`src/rtl/sram_ctrl_pkg.sv`:
```
// Shared types and defaults for the SRAM request controller and its response FIFO.
package sram_ctrl_pkg;

  localparam int unsigned ADDR_W_DEF = 10;
  localparam int unsigned DATA_W_DEF = 37;
  localparam int unsigned DEPTH_DEF  = 1024;

  typedef enum logic {
    INIT,
    RUN
  } state_t;

  typedef struct packed {
    logic csb;
    logic web;
    logic oeb;
  } strobe_t;

  localparam strobe_t STROBE_IDLE = '{csb: 1'b1, web: 1'b1, oeb: 1'b1};
  localparam strobe_t STROBE_WR   = '{csb: 1'b0, web: 1'b0, oeb: 1'b1};
  localparam strobe_t STROBE_RD   = '{csb: 1'b0, web: 1'b1, oeb: 1'b0};

endpackage

```
`src/rtl/sram_resp_fifo.sv`:
```
// First-word fall-through synchronous FIFO holding SRAM read responses.
module sram_resp_fifo #(
  parameter  int unsigned DATA_W     = 37,
  parameter  int unsigned RESP_DEPTH = 2,
  localparam int unsigned PTR_W      = $clog2(RESP_DEPTH),
  localparam int unsigned CNT_W      = $clog2(RESP_DEPTH + 1)
) (
  input  logic              i_clk,
  input  logic              i_rst,
  input  logic              i_push,
  input  logic [DATA_W-1:0] i_data,
  input  logic              i_pop,
  output logic [DATA_W-1:0] o_data,
  output logic              o_valid,
  output logic [CNT_W-1:0]  o_count
);

  logic [DATA_W-1:0] r_mem [RESP_DEPTH];
  logic [PTR_W-1:0]  r_wr_ptr;
  logic [PTR_W-1:0]  r_rd_ptr;
  logic [CNT_W-1:0]  r_count;
  logic              w_do_push;
  logic              w_do_pop;
  logic              w_full;

  function automatic logic [PTR_W-1:0] ptr_inc(input logic [PTR_W-1:0] p);
    return (p == PTR_W'(RESP_DEPTH - 1)) ? '0 : p + PTR_W'(1);
  endfunction

  always_comb begin
    w_full    = (r_count == CNT_W'(RESP_DEPTH));
    w_do_pop  = i_pop && (r_count != '0);
    w_do_push = i_push && (!w_full || w_do_pop);
    o_data    = r_mem[r_rd_ptr];
    o_valid   = (r_count != '0);
    o_count   = r_count;
  end

  always_ff @(posedge i_clk) begin
    if (i_rst) begin
      r_wr_ptr <= '0;
      r_rd_ptr <= '0;
      r_count  <= '0;
    end else begin
      if (w_do_push) r_wr_ptr <= ptr_inc(r_wr_ptr);
      if (w_do_pop)  r_rd_ptr <= ptr_inc(r_rd_ptr);
      if (w_do_push && !w_do_pop)      r_count <= r_count + CNT_W'(1);
      else if (w_do_pop && !w_do_push) r_count <= r_count - CNT_W'(1);
    end
  end

  always_ff @(posedge i_clk) begin
    if (w_do_push) r_mem[r_wr_ptr] <= i_data;
  end

  a_no_overflow: assert property (@(posedge i_clk) disable iff (i_rst)
    !(i_push && w_full && !w_do_pop));

endmodule

```
`src/rtl/sram_req_ctrl.sv`:
```
// Request-side controller for a single-port SRAM macro: zero-fill after reset,
// then valid/ready reads and writes with a credit-limited response FIFO.
module sram_req_ctrl
  import sram_ctrl_pkg::*;
#(
  parameter int unsigned ADDR_W     = ADDR_W_DEF,
  parameter int unsigned DATA_W     = DATA_W_DEF,
  parameter int unsigned DEPTH      = DEPTH_DEF,
  parameter int unsigned RESP_DEPTH = 2,
  parameter bit          INIT_ZERO  = 1'b1
) (
  input  logic              clock,
  input  logic              reset,
  input  logic              req_valid,
  output logic              req_ready,
  input  logic              req_write,
  input  logic [ADDR_W-1:0] req_addr,
  input  logic [DATA_W-1:0] req_wdata,
  output logic              resp_valid,
  input  logic              resp_ready,
  output logic [DATA_W-1:0] resp_rdata,
  output logic              init_done,
  output logic [ADDR_W-1:0] sram_a,
  output logic              sram_csb,
  output logic              sram_web,
  output logic              sram_oeb,
  output logic [DATA_W-1:0] sram_i,
  input  logic [DATA_W-1:0] sram_o
);

  localparam int unsigned CNT_W = $clog2(RESP_DEPTH + 1);
  localparam int unsigned CW    = CNT_W + 1;

  state_t            r_state;
  state_t            w_state_nxt;
  logic [ADDR_W-1:0] r_init_cnt;
  logic              r_inflight;
  logic [DATA_W-1:0] r_wdata_hold;
  strobe_t           w_strb;
  logic              w_fifo_valid;
  logic [CNT_W-1:0]  w_fifo_count;
  logic              w_pop;
  logic              w_rd_credit;
  logic              w_acc_wr;
  logic              w_acc_rd;

  always_comb begin
    w_state_nxt = r_state;
    w_strb      = STROBE_IDLE;
    sram_a      = '0;
    sram_i      = r_wdata_hold;
    req_ready   = 1'b0;
    resp_valid  = 1'b0;
    init_done   = 1'b0;
    w_pop       = 1'b0;
    w_rd_credit = 1'b0;
    w_acc_wr    = 1'b0;
    w_acc_rd    = 1'b0;
    if (reset) begin
      sram_i = '0;
    end else begin
      resp_valid = w_fifo_valid;
      w_pop      = w_fifo_valid & resp_ready;
      case (r_state)
        INIT: begin
          w_strb = STROBE_WR;
          sram_a = r_init_cnt;
          sram_i = '0;
          if (r_init_cnt == ADDR_W'(DEPTH - 1)) w_state_nxt = RUN;
        end
        RUN: begin
          init_done   = 1'b1;
          // count + inflight - pop < RESP_DEPTH, rearranged to avoid underflow
          w_rd_credit = ({1'b0, w_fifo_count} + CW'(r_inflight)) < (CW'(RESP_DEPTH) + CW'(w_pop));
          req_ready   = req_write | w_rd_credit;
          w_acc_wr    = req_valid & req_write;
          w_acc_rd    = req_valid & ~req_write & w_rd_credit;
          if (w_acc_wr) begin
            w_strb = STROBE_WR;
            sram_a = req_addr;
            sram_i = req_wdata;
          end else if (w_acc_rd) begin
            w_strb = STROBE_RD;
            sram_a = req_addr;
          end
        end
        default: ;
      endcase
    end
  end

  always_ff @(posedge clock) begin
    if (reset) begin
      r_state      <= INIT_ZERO ? INIT : RUN;
      r_init_cnt   <= '0;
      r_inflight   <= 1'b0;
      r_wdata_hold <= '0;
    end else begin
      r_state    <= w_state_nxt;
      r_inflight <= w_acc_rd;
      if (r_state == INIT) r_init_cnt <= r_init_cnt + ADDR_W'(1);
      if (w_acc_wr) r_wdata_hold <= req_wdata;
    end
  end

  assign sram_csb = w_strb.csb;
  assign sram_web = w_strb.web;
  assign sram_oeb = w_strb.oeb;

  sram_resp_fifo #(
    .DATA_W     (DATA_W),
    .RESP_DEPTH (RESP_DEPTH)
  ) u_resp_fifo (
    .i_clk   (clock),
    .i_rst   (reset),
    .i_push  (r_inflight),
    .i_data  (sram_o),
    .i_pop   (w_pop),
    .o_data  (resp_rdata),
    .o_valid (w_fifo_valid),
    .o_count (w_fifo_count)
  );

endmodule
```
`config.mk`:
```
export PLATFORM = sky130hd
export DESIGN_NAME = sram_req_ctrl
export DESIGN_NICKNAME = d
export VERILOG_FILES = /design/src/rtl/sram_ctrl_pkg.sv /design/src/rtl/sram_resp_fifo.sv /design/src/rtl/sram_req_ctrl.sv
export SDC_FILE = /design/constraint.sdc
export NUM_CORES = 1
export LEC_CHECK = 0
export CAP_MARGIN = 20
export CORE_MARGIN = 5
export CORE_UTILIZATION = 41
export CTS_CLUSTER_DIAMETER = 40
export CTS_CLUSTER_SIZE = 40
export DETAILED_ROUTE_END_ITERATION = 16
export PLACE_DENSITY = 0.76
export SYNTH_ARGS = -nofsm -noshare
export SYNTH_HDL_FRONTEND = slang
export SYNTH_SLANG_ARGS = --single-unit
```
`constraint.sdc`:
```
create_clock -name clock -period 2.65 [get_ports clock]
set_input_delay 0.265 -clock clock [delete_from_list [all_inputs] [get_ports clock]]
set_output_delay 0.265 -clock clock [all_outputs]
set_load 0.03 [all_outputs]
```
[Word-level counts from Yosys, hierarchy flattened]
Memories as Yosys holds them, arrays and structs flattened. A register that Yosys moved wholly into a read port is not among the register bits.
Cells that the tools add are included.
Storage, ports and cells
  bits in registers: 53
  RAM bits: 74
  bits of input ports: 89
  output and inout bits: 90
  logic and storage cells: 65
  memories: 1
Operators by class
  add/subtract/negate cells: 7
  $lt $le $gt $ge: 1
  eq/ne operators: 2
  multiplexer cells: 29
  bitwise logic cells: 7
  reductions and logical operators: 11
Memory list
  u_resp_fifo.r_mem: words 2, width 37, rd ports 1, clocked after Yosys merged registers in 1, wr ports 1, RTL line sram_resp_fifo.sv:18  | logic [DATA_W-1:0] r_mem [RESP_DEPTH];
Operator list (count)
  $mux W37: 2
  $pmux W37 S2: 1
  $mux W10: 3
  $pmux W10 S2: 1
  $mux W1: 16
  $add A10 B1 Y10 const B: 1
  $eq A10 B10 Y1 const B: 1
  $mux W3: 3
  $pmux W3 S2: 1
  $and A1 B1 Y1: 4
  $logic_and A1 B1 Y1: 4
  $mux W2: 2
  $reduce_bool A2 Y1: 2
  $add A2 B1 Y3: 1
  $add A2 B1 Y3 const A: 1
  $logic_not A1 Y1: 3
  $lt A3 B3 Y1: 1
  $add A1 B1 Y1 const B: 2
  $add A2 B1 Y2 const B: 1
  $eq A2 B2 Y1 const B: 1
  $not A1 Y1: 2
  $reduce_or A2 Y1: 1
  $sub A2 B1 Y2 const B: 1
  $logic_or A1 B1 Y1: 1
  $or A1 B1 Y1: 1

[Depth between registers and ports, before layout]
Gate-level depths: netlist of run 1.
  depth in word-level cells: 10
  gate-level depth with buffers: 7
  gate-level depth less buffers: 7

[By module]
A second synthesis of run 1 with hierarchy kept.
Second synthesis, totals
  cell total of the unflattened synthesis: 373
  area total of the unflattened synthesis: 5196.2 µm²
Modules (own cells, without submodules)
  sram_resp_fifo: times used 1, cells each 139, area each 2892.8 µm², sequential area each 2322.2 µm²
  sram_req_ctrl: times used 1, cells each 234, area each 2303.5 µm², sequential area each 980.9 µm²

[Worst setup path before layout of run 1]
OpenSTA, ideal clock, no wires.
  kind: register -> register
  from: register u_resp_fifo.r_count[0] (netlist: u_resp_fifo.o_count[0])
  to: memory u_resp_fifo.r_mem[0][0] (enable)
  library setup time: 0.431 ns
  arrival time: 2.223 ns
  data required time: 2.219 ns
  setup slack: -0.004 ns
  stages on the path, launching flop included: 4
  path buffers: 0
  clock period less this slack: 2.654 ns
  cell sequence: dfxtp_1 -> nand2b_1 -> o21ai_1 -> nor2_1
On the way
  word-level cells in the longest chain between the ends: 8
  elaborated cells between the ends (all ways): 10
  classes of those cells: eq/ne (1); mux (3); bitwise (1); reduce/logical (5)
RTL lines
  start, declared: RTL line sram_resp_fifo.sv:21  | logic [CNT_W-1:0] r_count;
  start signal, assigned: RTL line sram_resp_fifo.sv:47  | if (w_do_push && !w_do_pop) r_count <= r_count + CNT_W'(1);
  start signal, assigned: RTL line sram_resp_fifo.sv:48  | else if (w_do_pop && !w_do_push) r_count <= r_count - CNT_W'(1);
  $reduce_bool A2 Y1: RTL line sram_resp_fifo.sv:32, sram_resp_fifo.sv:35
  $and A1 B1 Y1: RTL line sram_req_ctrl.sv:63  | w_pop = w_fifo_valid & resp_ready;
  $mux W1: RTL line sram_req_ctrl.sv:59  | if (reset) begin
  $logic_and A1 B1 Y1: RTL line sram_resp_fifo.sv:32  | w_do_pop = i_pop && (r_count != '0);
  $logic_or A1 B1 Y1 *: RTL line sram_resp_fifo.sv:33  | w_do_push = i_push && (!w_full || w_do_pop);
  $logic_and A1 B1 Y1 *: RTL line sram_resp_fifo.sv:33
  $mux W1 *: RTL line sram_resp_fifo.sv:53  | if (w_do_push) r_mem[r_wr_ptr] <= i_data;
  $mux W1 (implied by the code) *: RTL line sram_resp_fifo.sv:53
  end, declared: RTL line sram_resp_fifo.sv:18
Mark *: on every way between the ends. The rest lies on a longest branch, timed or not.

[Final worst setup path of run 1]
  from: register r_state
  to: output init_done
On the way
  word-level cells in the longest chain between the ends: 2
RTL lines
  start, declared: RTL line sram_req_ctrl.sv:34  | state_t r_state;
  start signal, assigned: RTL line sram_req_ctrl.sv:94  | r_state <= INIT_ZERO ? INIT : RUN;
  start signal, assigned: RTL line sram_req_ctrl.sv:99  | r_state <= w_state_nxt;
  $mux W1: RTL line sram_req_ctrl.sv:64  | case (r_state)
  $mux W1: RTL line sram_req_ctrl.sv:59
  end, declared: RTL line sram_req_ctrl.sv:22  | output logic init_done,
Every way passes these cells.

==> summary.md, run 1 <==
| Metric | Value |
|---|---|
| Status | `finished clean` |
| Critical-path cell list | `nor2b_1 > clkdlybuf4s50_1` |
| First-iteration detailed-routing DRC count | `259` |
| Final hold vios | `0` |
| CTS Buf Count | `17` |
| # DRC | `0` |
| ANT cells | `0` |
| Die ar. | `15400 µm²` |
| Slew margin rel. | `about half` |
| Least-Margin Pin Slew | `approximately 0.75 ns` |
| Mapped Area | `roughly 5300 µm²` |
| First-pass GRT wire length | `20200 µm` |
| Clock root cell | `clkbuf_16` |
| IO Count | `between 150 and 200` |
| Largest family of logic cells by synthesized area | `simple AND/OR/NAND/NOR gates` |
| Final critical-path required period | `between 2 and 3 ns` |
| Post-Synth Adder-Cell Area | `less than 1%` |
| Synthesized Nets | `approximately 580` |
| XOR/XNOR Fraction of Synth Area | `around 1.8%` |
| P_leak | `around 0.0027 µW` |
| CTS tree | `built` |
| Kind of critical path | `reg -> out` |
| Most frequent cells in the layout | `clkdlybuf4s50_1 (126), nand2_1 (114), a21oi_1 (87), edfxtp_1 (74), dfxtp_1 (54)` |
| Post-CTS Setup Bufs | `0` |
| Crit. End Element | `output pin` |
| GRT Util Overall | `~17%` |
| Antenna violation net count after detailed routing | `0` |
| Final wirelength | `roughly 13000 µm` |
| Fin nets | `about 760` |
| Post-synthesis cell count | `between 400 and 500` |
| Antenna violations before repair | `0` |
| Total number of vias | `4235` |
| CTS Hold Bufs | `0` |
| Synth unique cells | `36` |
| Compound-Gate Fraction of Synth Area | `under 10%` |
| Max Cap Viol | `0` |
| Crit start category | `register` |
| Seq/Total Area, Yosys | `62.0%` |
| Crit-path max cell delay | `~0.76 ns` |
| Number of port buffers | `between 150 and 200` |
| Most common cell after layout, fill and taps aside | `clkdlybuf4s50_1` |
| Post-Syn Area per Cell | `between 10 and 15 µm²` |
| Share of layout cells above drive strength 1 | `18.3%` |
| Die Wd | `between 100 and 150 µm` |
| TNS Setup | `0 ns` |
| RSZ-0062 raised after global routing | `no` |
| Dpl hpwl | `9070 µm` |
| # fillers | `~1000` |
| Synth warn | `0` |
| FMAX | `approximately 0.40 GHz` |
| Clock transition at the registers of the reported paths | `approximately 0.050 ns` |
| Gr ovfl total | `0` |
| H-tree depth | `4` |
| Max clock buf depth | `2` |
| Largest net degree at the start of global routing | `76` |
| Hold Path Class | `in -> reg` |
| Worst path slowest cell | `clkdlybuf4s50_1` |
| VDD IR max | `0.000282 V` |
| Worst EP required | `roughly 2.4 ns` |
| Setup violators final | `0` |
| Starting Density | `approximately 42%` |
| Area grow syn2layout | `44.3%` |
| Layout Utilization | `between 60% and 70%` |
| Router iterations before antenna repair | `4` |
| Clk Latency, worst-skew pair | `between 0.4 and 0.5 ns` |
| Mux cell area share after synthesis | `8.01%` |
| Synth Area in Simple Gates | `14.1%` |
| Worst Skew | `~0.0072 ns` |
| PwrDens | `around 550 nW/µm²` |
| CTS sink cnt | `128` |
| Gpl congestion | `0.803` |
| Final worst-path cycle share | `between 90 and 100%` |
| Die H | `124 µm` |
| Vias in the first global route | `between 4000 and 5000` |
| Routed wire per std cell | `15.4 µm` |
| Via density | `around 5.0` |
| Max FO, Critical Path | `16` |
| Core Rows | `a little over 40` |
| Yosys reg bits | `between 100 and 150` |
| Core footprint | `about 13000 µm²` |
| CP arrival | `approximately 2.2 ns` |
| Slew Limit Fails | `0` |
routing by layer:
| layer | part of all wire [%] | wire, µm | GRT usage, % |
|---|---|---|---|
| met4 | 1.5 | 193 | 6.71 |
| met5 | 0 | 0 | 0 |
| met2 | 46 | 6060 | 26.5 |
| met1 | 40 | 5210 | 20.2 |
| met3 | 12 | 1630 | 8.49 |
where the power goes:
group / switching (µW) / internal (µW)
Sequential: 4.96 / 2110
Combinational: 71.0 / 129
Clock: 759 / 1160
Total: 835 / 3400
layout make-up:
type	instances	area, µm²	area share, %
clock buffer	21	440	5.73
clock inverter	9	46.3	0.603
inverter	5	18.8	0.244
multi-input combinational	326	1860	24.2
tap	172	215	2.80
timing repair buffer	188	1800	23.4
sequential	128	3300	43.0
critical path, delay by kind of cell (launching register included):
kind                   cells  cell delay (ns)
buffers and inverters      1             0.76
DFF                        1             0.64
and+or+nand+nor            1             0.43
state kept, by name (all words and copies together), names as in the netlist, named ones only:
register	flops
u_resp_fifo.r_mem	74
r_wdata_hold	37
r_init_cnt	10
u_resp_fifo.o_count	2
r_inflight	1
r_state	1
u_resp_fifo.r_rd_ptr	1
u_resp_fifo.r_wr_ptr	1
stage by stage:
step	worst slack, ns	cell area (µm²)	std cells	power [µW]	hold slack (ns)
final	0.148	7680	849	4230	0.252
after global routing	0.0102	7680	849	4390	0.268
after CTS	0.00343	7680	849	4290	0.243
after detailed placement	0.300	7190	819	2350	0.447
after global placement	0.312	7190	819	2340	0.441
after floorplan	-0.00386	5330	489	2190	0.364
cell usage after synthesis, drive strengths merged:
cell / count / area (µm²)
a21boi: 1 / 7.51
a21o: 2 / 15.0
a21oi: 87 / 435
a41oi: 1 / 8.76
and3: 1 / 6.26
and3b: 1 / 8.76
and4b: 1 / 10.0
buf: 18 / 115
clkbuf: 12 / 45.0
dfxtp: 54 / 1080
edfxtp: 74 / 2220
ha: 4 / 50.1
inv: 5 / 18.8
mux2: 37 / 417
mux2i: 1 / 10.0
nand2: 114 / 428
nand2b: 10 / 62.6
nand3: 11 / 60.1
nand4: 2 / 12.5
nand4b: 2 / 17.5
nor2: 19 / 71.3
nor2b: 4 / 25.0
nor3: 1 / 5.00
nor3b: 1 / 7.51
o21a: 2 / 15.0
o21ai: 7 / 35.0
or2: 2 / 12.5
or2b: 1 / 7.51
or3: 3 / 18.8
xnor2: 4 / 35.0
xor2: 7 / 61.3
cells by family after synthesis:
family	after synthesis
adder cells (fa/ha/maj)	4
AND/OR/NAND/NOR	173
buffers and inverters	35
AO/OA/AOI/OAI	100
multiplexers	38
XOR/XNOR	11
flip-flops	128
path summary, 6_finish.rpt:
| check | cells past startpoint | startpoint | end | slack [ns] |
|---|---|---|---|---|
| min reg2reg | 2 | r_wdata_hold[15]$_SDFFE_PP0P_ | r_wdata_hold[15]$_SDFFE_PP0P_ | 0.46 |
| max reg2reg | 3 | r_state$_SDFF_PP0_ | r_wdata_hold[27]$_SDFFE_PP0P_ | 0.76 |
| min | 2 | reset | r_init_cnt[2]$_SDFFE_PP0N_ | 0.25 |
| max | 2 | r_state$_SDFF_PP0_ | init_done | 0.15 |
what timing repair did:
item                                    4_1_cts  5_1_grt
endpoints found under the hold margin         0        0
gates resized for setup                       1        2
endpoints found under the setup margin        1        2
Note: power is estimated with default switching activity, not from simulation.
==> run 2: changes to the inputs <==
--- a/config.mk
+++ b/config.mk
@@ -8,6 +8,7 @@
 export CAP_MARGIN = 20
 export CORE_MARGIN = 5
 export CORE_UTILIZATION = 41
+export CTS_BUF_LIST = sky130_fd_sc_hd__clkbuf_4 sky130_fd_sc_hd__clkbuf_8 sky130_fd_sc_hd__clkbuf_16
 export CTS_CLUSTER_DIAMETER = 40
 export CTS_CLUSTER_SIZE = 40
 export DETAILED_ROUTE_END_ITERATION = 16
==> run 2 against run 1 <==
Via count increased by 0.28%. First-iteration DRC count rose by 0.77%. Clock power up 2%. Count of clock-buffer cells in the layout is the same. Critical path type unchanged. Largest power group unchanged. Highest routed layer unchanged.
==> summary.md, run 2 (synthesis results as in run 1) <==
| Metric | Value |
|---|---|
| Status | `finished clean (unchanged)` |
| Die Wd | `124 µm (unchanged)` |
| Most frequent cells in the layout | `clkdlybuf4s50_1 (126), nand2_1 (114), a21oi_1 (87), edfxtp_1 (74), dfxtp_1 (54) (unchanged)` |
| Antenna violations before repair | `0 (unchanged)` |
| Finished Layout Cells | `849 (unchanged)` |
| Core Rows | `41 (unchanged)` |
| P_leak | `0.00269 µW (was 0.00267 µW)` |
| Max clock buf depth | `2 (unchanged)` |
| Most common cell after layout, fill and taps aside | `clkdlybuf4s50_1 (unchanged)` |
| Worst EP required | `2.38 ns (about the same)` |
| Top reg by flops | `u_resp_fifo.r_mem (unchanged)` |
| Hold Path Class | `in -> reg (unchanged)` |
| Crit-path max cell delay | `0.75 ns (was 0.76 ns)` |
| CP arrival | `2.23 ns (was 2.24 ns)` |
| Starting Density | `42.0% (unchanged)` |
| Worst Skew | `0.00753 ns (was 0.00725 ns)` |
| Layout Utilization | `60.8% (was 60.6%)` |
| Cell Area, Placed | `7190 µm² (unchanged)` |
| CTS Buf Count | `17 (unchanged)` |
| Largest register FFs | `74 (unchanged)` |
| Design area | `7700 µm² (was 7680 µm²)` |
| # fillers | `1048 (was 1045)` |
| Via density | `5.00 (was 4.99)` |
| First-pass GRT wire length | `20200 µm (about the same)` |
| Clk Latency, worst-skew pair | `0.41 ns (about the same)` |
| Max Cap Viol | `0 (unchanged)` |
| Top Registers | `u_resp_fifo.r_mem x74, r_wdata_hold x37, r_init_cnt x10 (unchanged)` |
| RSZ-0062 raised after global routing | `no (unchanged)` |
| GRT Util Overall | `17.0% (about the same)` |
| Dpl hpwl | `9070 µm (unchanged)` |
| Highest metal used | `met4 (unchanged)` |
| Gpl congestion | `0.803 (unchanged)` |
| Slew Limit Fails | `0 (unchanged)` |
| Routed wire per std cell | `15.5 µm (was 15.4 µm)` |
| Worst path slowest cell | `clkdlybuf4s50_1 (unchanged)` |
| CTS tree | `built (unchanged)` |
| Core footprint | `12700 µm² (unchanged)` |
| Clock root cell | `clkbuf_16 (unchanged)` |
| Worst path bufs/invs | `1 (unchanged)` |
| First-iteration detailed-routing DRC count | `261 (was 259)` |
| Final critical-path required period | `2.50 ns (about the same)` |
| Top cell family by delay on the critical path | `buffers and inverters (unchanged)` |
| Clock transition at the registers of the reported paths | `0.05 ns (about the same)` |
| Slew margin rel. | `48.4% (was 49.8%)` |
| Die H | `124 µm (unchanged)` |
| ANT cells | `0 (unchanged)` |
| Router iterations before antenna repair | `4 (unchanged)` |
| Fin nets | `759 (unchanged)` |
| Fin Hold WS | `0.258 ns (was 0.252 ns)` |
| Crit start category | `register (unchanged)` |
| Total number of vias | `4247 (was 4235)` |
| Setup violators final | `0 (unchanged)` |
| H-tree depth | `4 (unchanged)` |
| Final hold vios | `0 (unchanged)` |
| Least-Margin Pin Slew | `0.773 ns (was 0.752 ns)` |
| Metal1 wirelength | `5230 µm (was 5210 µm)` |
| Share of layout cells above drive strength 1 | `18.9% (was 18.3%)` |
| Largest net degree at the start of global routing | `76 (unchanged)` |
| Met2 WL | `6050 µm (was 6060 µm)` |
| Crit. End Element | `output pin (unchanged)` |
| Number of port buffers | `178 (unchanged)` |
| Dpl cells | `819 (unchanged)` |
| Kind of critical path | `reg -> out (unchanged)` |
| Final wirelength | `13100 µm (about the same)` |
| Post-CTS Setup Bufs | `0 (unchanged)` |
| VDD IR max | `0.000282 V (about the same)` |
| FMAX | `0.400 GHz (about the same)` |
| Final worst-path cycle share | `94.3% (was 94.4%)` |
| CTS Hold Bufs | `0 (unchanged)` |
| Vias in the first global route | `4220 (was 4219)` |
| Gr ovfl total | `0 (unchanged)` |
| Metal3 WL | `1650 µm (was 1630 µm)` |
| Critical-path cell list | `nor2b_1 > clkdlybuf4s50_1 (unchanged)` |
| Area grow syn2layout | `44.6% (was 44.3%)` |
| Die ar. | `15400 µm² (unchanged)` |
| # DRC | `0 (unchanged)` |
| CTS sink cnt | `128 (unchanged)` |
| PwrDens | `555 nW/µm² (was 551 nW/µm²)` |
| Antenna violation net count after detailed routing | `0 (unchanged)` |
| IO Count | `179 (unchanged)` |
| Max FO, Critical Path | `16 (unchanged)` |
## run 2: cell counts in the layout (fill, tap and decap cells not counted)
Identical to the previous run, type by type.
## run 2: final cells by class
type,instances,area [µm²],share of cell area (%)
flip-flops and latches,128,3300,42.9
multi-input cells,326,1860,24.2
repair buffers,188,1800,23.4
clock buffers,21,455,5.92
well taps,172,215,2.80
clock inverters,9,46.3,0.601
inverters,5,18.8,0.244
## run 2: worst register-to-register path, stage by stage, from the launching register on
cell and delay, ns:
dfxtp_1 0.64, nand3_2 0.73, nand2_1 0.27, a21oi_1 0.11
## run 2: metal layers
layer  global-route usage (%)  up-vias
met5                        0        -
met1                     20.2     1985
met4                     6.71        0
met3                     8.49       18
met2                     26.4      183
li1                         -     2061
## run 2: power by group
part | switching (µW) | internal [µW] | leakage [µW]
clock network | 760 | 1200 | 0.000250
logic | 71.0 | 129 | 0.00133
registers | 4.97 | 2110 | 0.00110
## run 2: timing repair
action | in CTS | in global routing
resized for setup | 1 | 2
setup endpoints to repair | 1 | 2
hold endpoints to repair | 0 | 0
## run 2: worst paths after layout
check	from	endpoint	depth (start not counted)	slack [ns]
worst max register to register	r_state$_SDFF_PP0_	r_wdata_hold[27]$_SDFFE_PP0P_	3	0.74
worst min-delay path	reset	r_init_cnt[2]$_SDFFE_PP0N_	2	0.26
worst max-delay path	r_state$_SDFF_PP0_	init_done	2	0.15
worst min register to register	r_wdata_hold[31]$_SDFFE_PP0P_	r_wdata_hold[31]$_SDFFE_PP0P_	2	0.46
## run 2: through the flow
step / power [µW] / setup TNS [ns] / setup slack, ns
finish: 4270 / 0 / 0.151
global route: 4430 / 0 / 0.0103
CTS: 4330 / 0 / 0.00357
detailed placement: 2350 / 0 / 0.300
global placement: 2340 / 0 / 0.312
floorplan: 2190 / -0.286 / -0.00386
==> run 3: changes to the inputs <==
--- a/config.mk
+++ b/config.mk
@@ -5,7 +5,6 @@
 export SDC_FILE = /design/constraint.sdc
 export NUM_CORES = 1
 export LEC_CHECK = 0
-export CAP_MARGIN = 20
 export CORE_MARGIN = 5
 export CORE_UTILIZATION = 41
 export CTS_BUF_LIST = sky130_fd_sc_hd__clkbuf_4 sky130_fd_sc_hd__clkbuf_8 sky130_fd_sc_hd__clkbuf_16
==> results of run 3 <==
Same layout as run 2: the final DEF is identical, and so are final timing and power.
